## config.mk

```make
export PLATFORM = sky130hd
export DESIGN_NAME = inst_encoder
export DESIGN_NICKNAME = d
export VERILOG_FILES = /design/src/rtl/inst_encoder.sv
export SDC_FILE = /design/constraint.sdc
export NUM_CORES = 1
export LEC_CHECK = 0
export CAP_MARGIN = 30
export CORE_MARGIN = 8
export CORE_UTILIZATION = 30
export CTS_CLUSTER_DIAMETER = 150
export DETAILED_ROUTE_END_ITERATION = 8
export PLACE_DENSITY_LB_ADDON = 0.3
export REMOVE_ABC_BUFFERS = 1
export SLEW_MARGIN = 10
export SYNTH_ARGS = -nofsm -noshare
export SYNTH_HDL_FRONTEND = slang
export SYNTH_SLANG_ARGS = --single-unit
```

## constraint.sdc

```tcl
create_clock -name i_clk -period 5 [get_ports i_clk]
set_input_delay 1 -clock i_clk [delete_from_list [all_inputs] [get_ports i_clk]]
set_output_delay 1 -clock i_clk [all_outputs]
set_load 0.005 [all_outputs]
```

## src/rtl/inst_encoder.sv

```systemverilog
// -----------------------------------------------------------------------------
// inst_encoder
//   Buffered RV32I instruction encoder. Accepts a set of instruction fields
//   over a valid/ready handshake, packs them into a 32-bit instruction word,
//   flags immediates that cannot be represented in the chosen format, and
//   presents the result through a 2-entry output FIFO.
//
// Parameters
//   CNT_W     width of the output-handshake counter
//
// Ports
//   i_clk     clock, rising edge
//   i_rst_n   asynchronous reset, active low
//   i_valid   input field set valid
//   o_ready   encoder can accept a field set (FIFO not full)
//   i_fmt     0=R 1=I 2=S 3=B 4=U 5=J, 6/7 illegal
//   i_opcode  opcode, copied into bits [6:0]
//   i_funct3  funct3 (R/I/S/B)
//   i_funct7  funct7 (R)
//   i_rd      destination register
//   i_rs1     source register 1
//   i_rs2     source register 2
//   i_imm     signed byte immediate (U: full value, imm[31:12] used)
//   o_valid   FIFO head holds an encoded word
//   i_ready   consumer takes the head word when high with o_valid
//   o_inst    encoded word at FIFO head
//   o_err     head word failed the immediate legality check
//   o_count   number of output handshakes, wraps modulo 2^CNT_W
// -----------------------------------------------------------------------------
module inst_encoder #(
    parameter int CNT_W = 16
) (
    input  logic             i_clk,
    input  logic             i_rst_n,
    input  logic             i_valid,
    output logic             o_ready,
    input  logic [2:0]       i_fmt,
    input  logic [6:0]       i_opcode,
    input  logic [2:0]       i_funct3,
    input  logic [6:0]       i_funct7,
    input  logic [4:0]       i_rd,
    input  logic [4:0]       i_rs1,
    input  logic [4:0]       i_rs2,
    input  logic [31:0]      i_imm,
    output logic             o_valid,
    input  logic             i_ready,
    output logic [31:0]      o_inst,
    output logic             o_err,
    output logic [CNT_W-1:0] o_count
);

    localparam logic [2:0] FMT_R = 3'd0;
    localparam logic [2:0] FMT_I = 3'd1;
    localparam logic [2:0] FMT_S = 3'd2;
    localparam logic [2:0] FMT_B = 3'd3;
    localparam logic [2:0] FMT_U = 3'd4;
    localparam logic [2:0] FMT_J = 3'd5;

    // The control state encoding doubles as the FIFO occupancy count.
    typedef enum logic [1:0] {
        S_EMPTY = 2'd0,
        S_ONE   = 2'd1,
        S_FULL  = 2'd2
    } state_e;

    // -------------------------------------------------------------------------
    // Combinational encoder
    // -------------------------------------------------------------------------
    logic [31:0] enc_inst;
    logic        enc_err;

    // Sign-extension checks: every bit above the field's sign bit must match it.
    logic sx12_ok;   // fits imm[11:0]
    logic sx13_ok;   // fits imm[12:0]
    logic sx21_ok;   // fits imm[20:0]

    assign sx12_ok = (i_imm[31:11] == {21{i_imm[11]}});
    assign sx13_ok = (i_imm[31:12] == {20{i_imm[12]}});
    assign sx21_ok = (i_imm[31:20] == {12{i_imm[20]}});

    always_comb begin
        enc_inst = 32'h0000_0000;
        enc_err  = 1'b0;
        unique case (i_fmt)
            FMT_R: begin
                enc_inst = {i_funct7, i_rs2, i_rs1, i_funct3, i_rd, i_opcode};
            end
            FMT_I: begin
                enc_inst = {i_imm[11:0], i_rs1, i_funct3, i_rd, i_opcode};
                enc_err  = ~sx12_ok;
            end
            FMT_S: begin
                enc_inst = {i_imm[11:5], i_rs2, i_rs1, i_funct3, i_imm[4:0], i_opcode};
                enc_err  = ~sx12_ok;
            end
            FMT_B: begin
                enc_inst = {i_imm[12], i_imm[10:5], i_rs2, i_rs1, i_funct3,
                            i_imm[4:1], i_imm[11], i_opcode};
                // Branch offsets are halfword aligned; bit 0 is not encodable.
                enc_err  = ~sx13_ok | i_imm[0];
            end
            FMT_U: begin
                enc_inst = {i_imm[31:12], i_rd, i_opcode};
                // The low 12 bits are dropped, so any set bit would be lost.
                enc_err  = (i_imm[11:0] != 12'h000);
            end
            FMT_J: begin
                enc_inst = {i_imm[20], i_imm[10:1], i_imm[11], i_imm[19:12],
                            i_rd, i_opcode};
                enc_err  = ~sx21_ok | i_imm[0];
            end
            default: begin
                // Illegal format: emit an all-zero word and flag it.
                enc_inst = 32'h0000_0000;
                enc_err  = 1'b1;
            end
        endcase
    end

    // -------------------------------------------------------------------------
    // FIFO control FSM
    // -------------------------------------------------------------------------
    state_e state_q, state_d;
    logic   ready;
    logic   valid;
    logic   push;
    logic   pop;

    // Ready depends only on the registered state, so there is never a
    // combinational path from i_ready to o_ready. At FULL the input is
    // refused even if the head is popped in the same cycle.
    assign push = i_valid & ready;
    assign pop  = valid & i_ready;

    // State register
    always_ff @(posedge i_clk or negedge i_rst_n) begin
        if (!i_rst_n) begin
            state_q <= S_EMPTY;
        end else begin
            state_q <= state_d;
        end
    end

    // Next-state logic
    always_comb begin
        state_d = state_q;
        case (state_q)
            S_EMPTY: begin
                if (push) state_d = S_ONE;
            end
            S_ONE: begin
                if (push && !pop)      state_d = S_FULL;
                else if (!push && pop) state_d = S_EMPTY;
                else                   state_d = S_ONE;
            end
            S_FULL: begin
                if (pop) state_d = S_ONE;
            end
            default: state_d = S_EMPTY;
        endcase
    end

    // Output logic
    always_comb begin
        ready = 1'b0;
        valid = 1'b0;
        case (state_q)
            S_EMPTY: begin
                ready = 1'b1;
                valid = 1'b0;
            end
            S_ONE: begin
                ready = 1'b1;
                valid = 1'b1;
            end
            S_FULL: begin
                ready = 1'b0;
                valid = 1'b1;
            end
            default: begin
                ready = 1'b0;
                valid = 1'b0;
            end
        endcase
    end

    assign o_ready = ready;
    assign o_valid = valid;

    // -------------------------------------------------------------------------
    // Storage and pointers
    // -------------------------------------------------------------------------
    logic [1:0][31:0] mem_q;
    logic [1:0]       err_q;
    logic             wr_ptr_q, wr_ptr_d;
    logic             rd_ptr_q, rd_ptr_d;

    assign wr_ptr_d = push ? ~wr_ptr_q : wr_ptr_q;
    assign rd_ptr_d = pop  ? ~rd_ptr_q : rd_ptr_q;

    always_ff @(posedge i_clk or negedge i_rst_n) begin
        if (!i_rst_n) begin
            mem_q    <= '0;
            err_q    <= '0;
            wr_ptr_q <= 1'b0;
            rd_ptr_q <= 1'b0;
        end else begin
            if (push) begin
                mem_q[wr_ptr_q] <= enc_inst;
                err_q[wr_ptr_q] <= enc_err;
            end
            wr_ptr_q <= wr_ptr_d;
            rd_ptr_q <= rd_ptr_d;
        end
    end

    // Head entry comes straight from registered storage; it cannot change
    // while stalled because only the tail slot is written and the read
    // pointer only moves on a pop.
    assign o_inst = mem_q[rd_ptr_q];
    assign o_err  = err_q[rd_ptr_q];

    // -------------------------------------------------------------------------
    // Output handshake counter
    // -------------------------------------------------------------------------
    logic [CNT_W-1:0] cnt_q, cnt_d;

    assign cnt_d = pop ? cnt_q + {{(CNT_W-1){1'b0}}, 1'b1} : cnt_q;

    always_ff @(posedge i_clk or negedge i_rst_n) begin
        if (!i_rst_n) begin
            cnt_q <= '0;
        end else begin
            cnt_q <= cnt_d;
        end
    end

    assign o_count = cnt_q;

endmodule

```

* After elaboration in Yosys (flattened, before gate mapping)
Index checks and enable logic that the tools add are counted.
Widths: inputs -> output; s select.
** Cells by class
- Bitwise gates (word level) :: 9
- Add/sub/neg operators :: 1
- Multiplexer cells :: 19
- $lt $le $gt $ge :: 3
- Reductions and logical operators :: 12
- Equality and inequality tests :: 12
** Operator list (number)
- $pmux 32 s6 :: 1
- $mux 32 :: 3
- $bwmux 64 :: 1
- $demux 32 s1 :: 1
- $eq 20x20->1 :: 1
- $eq 19x19->1 :: 1
- $add 16x1->16 const B :: 1
- $reduce_bool 12->1 :: 1
- $eq 11x11->1 :: 1
- $eq 3x2->1 const B :: 2
- $eq 3x3->1 const B :: 2
- $mux 1 :: 6
- $mux 2 :: 3
- $pmux 2 s3 :: 1
- $reduce_or 2->1 :: 3
- $not 1->1 :: 5
- $pmux 1 s5 :: 1
- $lt 1x2->1 const B :: 2
- $ne 2x2->1 const B :: 2
- $eq 3x1->1 const B :: 1
- $logic_and 1x1->1 :: 3
- $logic_not 3->1 :: 1
- $and 1x1->1 :: 2
- $bwmux 2 :: 1
- other kinds (8) :: 10
** Storage, ports and cells
- Word-level logic and storage cells :: 63
- Output and inout bits :: 51
- Register bits :: 86
- Input bits :: 71

* Longest topological paths before layout
Gate-level depths: netlist (run 1).
- Depth in word-level cells :: 9
- Depth in mapped cells :: 10
- Mapped depth without buffers :: 7

* Worst setup path after synthesis (run 1)
Ideal clock, no wire load.
- Kind :: input to register
- Start point :: in i_imm[15]
- End point :: reg err_q[0]
- Cell stages on the path :: 5
- Path slack :: 2682 ps
- Data required time :: 4862 ps
- Setup time :: 138 ps
- Buffers on the path :: 0
- Arrival :: 2181 ps
- Cell sequence :: or4_4 > nor4_4 > a21oi_1 > o311ai_2 > a31oi_1
** Between the ends
- Word-level cells in the longest chain between the ends :: 5
- Elaborated cells between the ends (all ways) :: 7
- Those cells by class :: eq/ne (2); mux (2); bitwise (3)
** RTL lines
- from (decl) :: RTL line 44 : input logic [31:0] i_imm,
- $eq 19x19->1 :: RTL line 78 : assign sx13_ok = (i_imm[31:12] == {20{i_imm[12]}});
- $not 1->1 :: RTL line 100 : enc_err = ~sx13_ok | i_imm[0];
- $or 1x1->1 :: RTL line 100
- $pmux 1 s5 (*) :: RTL line 84 : unique case (i_fmt)
- $bwmux 2 (*) :: RTL line 210 : err_q[wr_ptr_q] <= enc_err;
- to (signal, indexed assignment) :: RTL line 210
- to (decl) :: RTL line 194 : logic [1:0] err_q;
Mark *: on every way between the ends. The rest lies on a longest branch, timed or not.
A chain may end at the register's enable or synchronous reset.

* Final worst setup path (run 1)
- Start point :: reg rd_ptr_q
- End point :: out o_err
** Between the ends
- Word-level cells in the longest chain between the ends :: 2
** RTL lines
- from (decl) :: RTL line 196 : logic rd_ptr_q, rd_ptr_d;
- from (signal assigned) :: RTL line 213 : rd_ptr_q <= rd_ptr_d;
- $mux 1 (not written as such) (2 in series) :: RTL line 221 : assign o_err = err_q[rd_ptr_q];
- to (decl) :: RTL line 48 : output logic o_err,
Every way passes these cells. The select of a mux whose other input is x is not followed.

==> metrics.md, run 1 <==
| Metric | Value |
|---|---|
| Status | `complete, no violations` |
| Peak supply drop | `173 uV` |
| # diodes | `0` |
| Final Setup Violations | `0` |
| CP max stage delay | `970 ps` |
| Iter 0 DRT Violations | `265` |
| Setup TNS | `0 ps` |
| Synth warn | `0` |
| Global-route wire length before repair | `20800 um` |
| Die W | `138 um` |
| Die height | `around 140 um` |
| Critical Path, Cell by Cell | `mux2_2 > clkdlybuf4s50_1` |
| Hold Fails Final Rpt | `0` |
| Minimum clock period | `between 3000 and 4000 ps` |
| WP data arrival | `between 2000 and 2500 ps` |
| Crit path max-delay family | `flip-flops` |
| Worst hold path type | `flop to flop` |
| Area fraction of the dominant cell type after synthesis | `0.483` |
| Drt first pass iters | `4` |
| Layout overhead on the synthesized area | `38.3%` |
| Max Fanout on Critical Path | `34` |
| Setup bufs post-CTS | `0` |
| Clock power share | `0.226` |
| DRT antenna net count | `0` |
| Yosys reg bits | `86` |
| Sequential area share after synthesis | `0.483` |
| Post-CTS Resized | `0` |
| Share of cells above drive strength 1 | `0.113` |
| Clk_lat worst skew | `340 ps` |
| Logic pwr share | `0.400` |
| Synth async-reset ratio | `1.00` |
| Routed WL | `approximately 13000 um` |
| Yosys top cell by area | `dfrtp_1` |
| Largest cells by area after synthesis | `dfrtp_1 (48%), mux2_2 (8.8%), o21ai_0 (7.7%)` |
| Via count | `3840` |
| Crit path buffers/inverters | `1` |
| Prevailing post-synth register cell | `dfrtp_1` |
| Worst Max-Slew Pin Slew | `918 ps` |
| CTS tree | `done` |
| Worst setup margin | `1770 ps` |
| Vias in the first global route | `roughly 4.0k` |
| Worst r2r path cells | `8` |
| Critical setup path kind | `flop to output port` |
| Synth Cell Area | `4460 um2` |
| Grt total ovfl | `0` |
| Critical-path top delay cell | `dfrtp_2` |
| Leak | `2.57 nW` |
| WHS | `approximately 470 ps` |
| Top Ports | `around 120` |
| Count of input and output buffers | `121` |
| Final instance area | `6160 um2` |
| Startpoint Class | `flop` |
| Fmax | `310 MHz` |
| CP Depth | `2` |
| Power Dens Cells | `510 nW/um2` |
| Clock Path Buffers | `2` |
| Yosys cell types | `42` |
| Hold_buf cts | `0` |
| RePlAce Congestion | `approximately 0.8` |
| Num CTS Buffers | `9` |
| DP Cell Count | `750` |
| Dpl ws | `1500 ps` |
| Sw Share | `0.322` |
| Maxcap violations | `0` |
| Reg clk slew, reported paths | `60 ps` |
| Sequential share of power | `0.374` |
| Global Route Usage Sum | `0.141` |
| Max Slew Vio Count | `0` |
| Avg Inst Size Synth | `9.50 um2` |
| H-tree Lvls | `3` |
| Wire per inst | `16.9 um` |
| Core ar. | `around 15000 um2` |
| Clock sink total | `86` |
| Via density | `around 5` |
| DPL Wire Length | `around 9500 um` |
| Initial antenna violation count | `0` |
| EDFF count, synth | `0` |
| Clk_skew | `4.53 ps` |
| DRC Markers | `0` |
| Required @ worst endpoint | `4000 ps` |
| Number of core rows | `between 40 and 50` |
| Largest net degree at the start of global routing | `67` |
| Worst Hold Depth | `2` |
| Post-Syn Instances | `469` |
| Internal power | `2.13 mW` |
| RSZ-0062 raised after global routing | `no` |
| Die Footprint | `about 19000 um2` |
| Relative slew slack | `0.388` |
| Worst setup EP type | `output port` |
| CTS Root Cell | `clkbuf_16` |
| Filler Cell Count | `1437` |
| Tcrit/Tclk final | `0.645` |
| Fin nets | `between 600 and 700` |
| Placed cell areas | `5850 um2` |
| Final Non-Filler Cells | `roughly 770` |
| Starting Density | `0.307` |
| Net Sw Power | `1.01 mW` |
## worst min-delay path, cell delays in order, from the launching register on
cell and delay, ps:
dfrtp_1 340, nand2_1 40, o21ai_0 60
## per-stage QoR
| stage | util | power [mW] |
|---|---|---|
| floorplan | - | 1.73 |
| global placement | 0.399 | 2.41 |
| detailed placement | 0.402 | 2.47 |
| CTS | 0.424 | 3.19 |
| global route | 0.424 | 3.38 |
| finish | 0.424 | 3.14 |
## synthesized netlist by cell type (8+ instances only)
| cell | n |
|---|---|
| o21ai_0 | 69 |
| nor2b_1 | 21 |
| mux2_2 | 35 |
| buf_2 | 11 |
| xnor2_1 | 12 |
| nor2_1 | 12 |
| nand2_1 | 86 |
| clkbuf_1 | 16 |
| nand4_1 | 8 |
| nand3_1 | 8 |
| a22oi_1 | 16 |
| a21oi_1 | 23 |
| inv_1 | 8 |
| dfrtp_1 | 86 |
## power by group through the flow
stage / clock network (mW) / registers (mW) / logic [mW]
6_report: 0.710 / 1.17 / 1.26
5_1_grt: 0.756 / 1.22 / 1.40
3_5_place_dp: 0 / 1.19 / 1.28
2_1_floorplan: 0 / 1.12 / 0.606
3_3_place_gp: 0 / 1.18 / 1.24
4_1_cts: 0.728 / 1.18 / 1.29
## cell families after synthesis
| kind of cell | share of synthesized area |
|---|---|
| xor+xnor | 0.0334 |
| compound gates | 0.168 |
| flops | 0.483 |
| buf+inv | 0.0362 |
| mux | 0.0929 |
| simple gates | 0.170 |
| fa+ha+maj | 0.0168 |
## area by class of cell
class	instances	area, um2	area share
sequential	86	2150	0.349
inverter	8	30.0	0.00487
multi-input combinational	345	2150	0.349
timing repair buffer	127	1290	0.209
clock buffer	9	225	0.0365
clock inverter	7	88.8	0.0144
tap	184	230	0.0374
## layer usage
metal | vias to the layer above | global-route usage | wire length (um)
met5 | - | 0 | 0
met4 | 0 | 0.0525 | 221
met3 | 18 | 0.0406 | 985
met2 | 123 | 0.223 | 6000
met1 | 1827 | 0.178 | 5780
li1 | 1872 | - | -
## cell usage in the layout (no fill, tap or decap), types with 4 or more instances in the layout
cell type	instances
nor2b_1	21
mux2_2	35
nor2_1	12
xor2_1	5
nand4_1	8
xnor2_1	12
inv_1	8
ha_1	6
o22a_1	6
clkbuf_16	9
nand2_1	85
a22oi_1	16
nand3_1	8
o21ai_0	69
nor4_1	6
clkdlybuf4s50_1	120
dfrtp_1	85
clkinv_2	4
buf_4	5
a21oi_1	23
## worst paths after layout
check	from	to	slack, ps
max in group asynchronous	i_rst_n	mem_q[21]	3830
min	mem_q[45]	mem_q[45]	470
min in group asynchronous	i_rst_n	state_q[0]	560
max	rd_ptr_q	o_err	1770
min reg2reg	mem_q[45]	mem_q[45]	470
max reg2reg	state_q[0]	err_q[0]	2730
## sequential cells by signal, summed over array words and instances, names as in the netlist
| signal | flops |
|---|---|
| o_count | 16 |
| wr_ptr_q | 1 |
| mem_q | 64 |
| err_q | 2 |
| rd_ptr_q | 1 |
| state_q | 2 |
Note: power is estimated with default switching activity, not from simulation.
==> run 2, diff against run 1 <==
==> constraint.sdc (replaced) <==
create_clock -name i_clk -period 2.7 [get_ports i_clk]
set_input_delay 0.54 -clock i_clk [delete_from_list [all_inputs] [get_ports i_clk]]
set_output_delay 0.54 -clock i_clk [all_outputs]
set_load 0.005 [all_outputs]
==> metrics.md, run 2 (same netlist as run 1, synthesis figures left out) <==
| Metric | Value |
|---|---|
| # diodes | `0` |
| Minimum clock period | `around 2500 ps` |
| Max Fanout on Critical Path | `26` |
| Startpoint Class | `flop` |
| Initial antenna violation count | `0` |
| Relative slew slack | `0.582` |
| Global-route wire length before repair | `slightly above 20000 um` |
| Largest reg by FF count | `mem_q` |
| Status | `complete, no violations` |
| Core Util, Final | `0.425` |
| Required @ worst endpoint | `2160 ps` |
| Share of cells above drive strength 1 | `0.117` |
| Top Ports | `122` |
| Number of core rows | `44` |
| Filler Cell Count | `1419` |
| Clk_lat worst skew | `around 330 ps` |
| Dpl ws | `202 ps` |
| Layout overhead on the synthesized area | `38.6%` |
| Num CTS Buffers | `9` |
| Post-CTS Resized | `0` |
| Via count | `3838` |
| Max reg flops | `64` |
| WP data arrival | `1980 ps` |
| Die Footprint | `approximately 19000 um2` |
| Crit path max-delay family | `buffers and inverters` |
| Peak supply drop | `398 uV` |
| Maxcap violations | `0` |
| H-tree Lvls | `3` |
| DRC Markers | `0` |
| Hold Fails Final Rpt | `0` |
| Wire per inst | `16.5 um` |
| CTS tree | `done` |
| Grt total ovfl | `0` |
| Routed WL | `12800 um` |
| Worst setup margin | `175 ps` |
| Vias in the first global route | `~4k` |
| Crit path buffers/inverters | `2` |
| Hold_buf cts | `0` |
| RSZ-0062 raised after global routing | `no` |
| Power Dens Cells | `916 nW/um2` |
| Count of input and output buffers | `roughly 120` |
| Iter 0 DRT Violations | `196` |
| CP max stage delay | `between 500 and 600 ps` |
| Starting Density | `0.307` |
| Core ar. | `14500 um2` |
| Clk_skew | `3.22 ps` |
| Critical Path, Cell by Cell | `buf_12 > mux2_2 > clkdlybuf4s50_1` |
| Worst hold path type | `primary input to asynchronous set/reset pin` |
| CTS Root Cell | `clkbuf_16` |
| Setup bufs post-CTS | `0` |
| Fin nets | `approximately 660` |
| Setup TNS | `0 ps` |
| Commonest non-fill, non-tap cell in the layout | `clkdlybuf4s50_1` |
| Final Setup Violations | `0` |
| RePlAce Congestion | `about 0.83` |
| Tcrit/Tclk final | `0.935` |
| CP Depth | `3` |
| Die W | `~140 um` |
| Die height | `138 um` |
| Clock Path Buffers | `2` |
| Total Power | `around 5.7 mW` |
| Via density | `4.96` |
| Reg clk slew, reported paths | `60 ps` |
| Max Slew Vio Count | `0` |
| Largest net degree at the start of global routing | `50` |
| Critical setup path kind | `flop to output port` |
| Commonest non-fill, non-tap cells in the layout | `clkdlybuf4s50_1 (120), nand2_1 (85), dfrtp_1 (85)` |
| Fmax | `about 400 MHz` |
| Worst Max-Slew Pin Slew | `622 ps` |
| DRT antenna net count | `0` |
| DPL Wire Length | `9490 um` |
| Leak | `2.58 nW` |
| Worst r2r path cells | `8` |
| Worst setup EP type | `output port` |
| Global Route Usage Sum | `0.139` |
| Critical-path top delay cell | `dfrtp_2` |
| Drt first pass iters | `7` |
| Clock sink total | `86` |
==> run 2: final timing paths <==
kind | startpoint | end | slack [ps]
hold reg to reg | mem_q[11] | mem_q[11] | 470
min in group i_clk | mem_q[11] | mem_q[11] | 470
hold / removal | i_rst_n | state_q[0] | 190
setup / recovery | rd_ptr_q | o_inst[8] | 180
max in group asynchronous | i_rst_n | mem_q[61] | 1860
setup reg to reg | state_q[0] | err_q[1] | 540
==> run 2: final cells by class <==
cell class,count,area (um2),area share
clock inverters,1,5.00,0.000810
clock buffers,15,258,0.0417
repair buffers,135,1350,0.219
multi-input cells,345,2150,0.348
inverters,8,30.0,0.00486
well taps,184,230,0.0373
flip-flops and latches,86,2150,0.349
==> run 2: metal layers <==
layer | vias to the layer above | track usage | share of wire
met5 | - | 0 | 0
met4 | 0 | 0.0537 | 0.014
met3 | 13 | 0.0384 | 0.074
met2 | 119 | 0.222 | 0.47
met1 | 1817 | 0.174 | 0.45
li1 | 1889 | - | -
==> run 2: through the flow <==
| step | hold WS [ps] | instances | area, um2 |
|---|---|---|---|
| 6_report | 192 | 774 | 6180 |
| 5_1_grt | 246 | 774 | 6180 |
| 4_1_cts | 213 | 774 | 6180 |
| 3_5_place_dp | 465 | 758 | 5910 |
| 3_3_place_gp | 455 | 758 | 5910 |
| 2_1_floorplan | 244 | 439 | 4330 |
==> run 2: worst reg2reg max path, cell delays in order (launching register included) <==
cell	delay, ps
dfrtp_1	390
inv_1	80
ha_1	220
or2_2	310
and2_1	250
nand2_2	110
buf_4	410
nor2_1	120
a31oi_1	190
==> run 2: where the power goes <==
| part | internal [mW] | switching (mW) | total, mW | leakage, nW |
|---|---|---|---|---|
| Sequential | 1.79 | 0.299 | 2.09 | 1.10 |
| Clock | 0.649 | 0.471 | 1.12 | 0.128 |
| Combinational | 1.40 | 1.05 | 2.45 | 1.35 |
==> run 3, diff against run 2 <==
--- a/config.mk
+++ b/config.mk
@@ -5,6 +5,7 @@
 export SDC_FILE = /design/constraint.sdc
 export NUM_CORES = 1
 export LEC_CHECK = 0
+export ABC_AREA = 0
 export CAP_MARGIN = 30
 export CORE_MARGIN = 8
 export CORE_UTILIZATION = 30
==> results of run 3 <==
The final DEF is identical to that of run 2; final timing and power are the same.
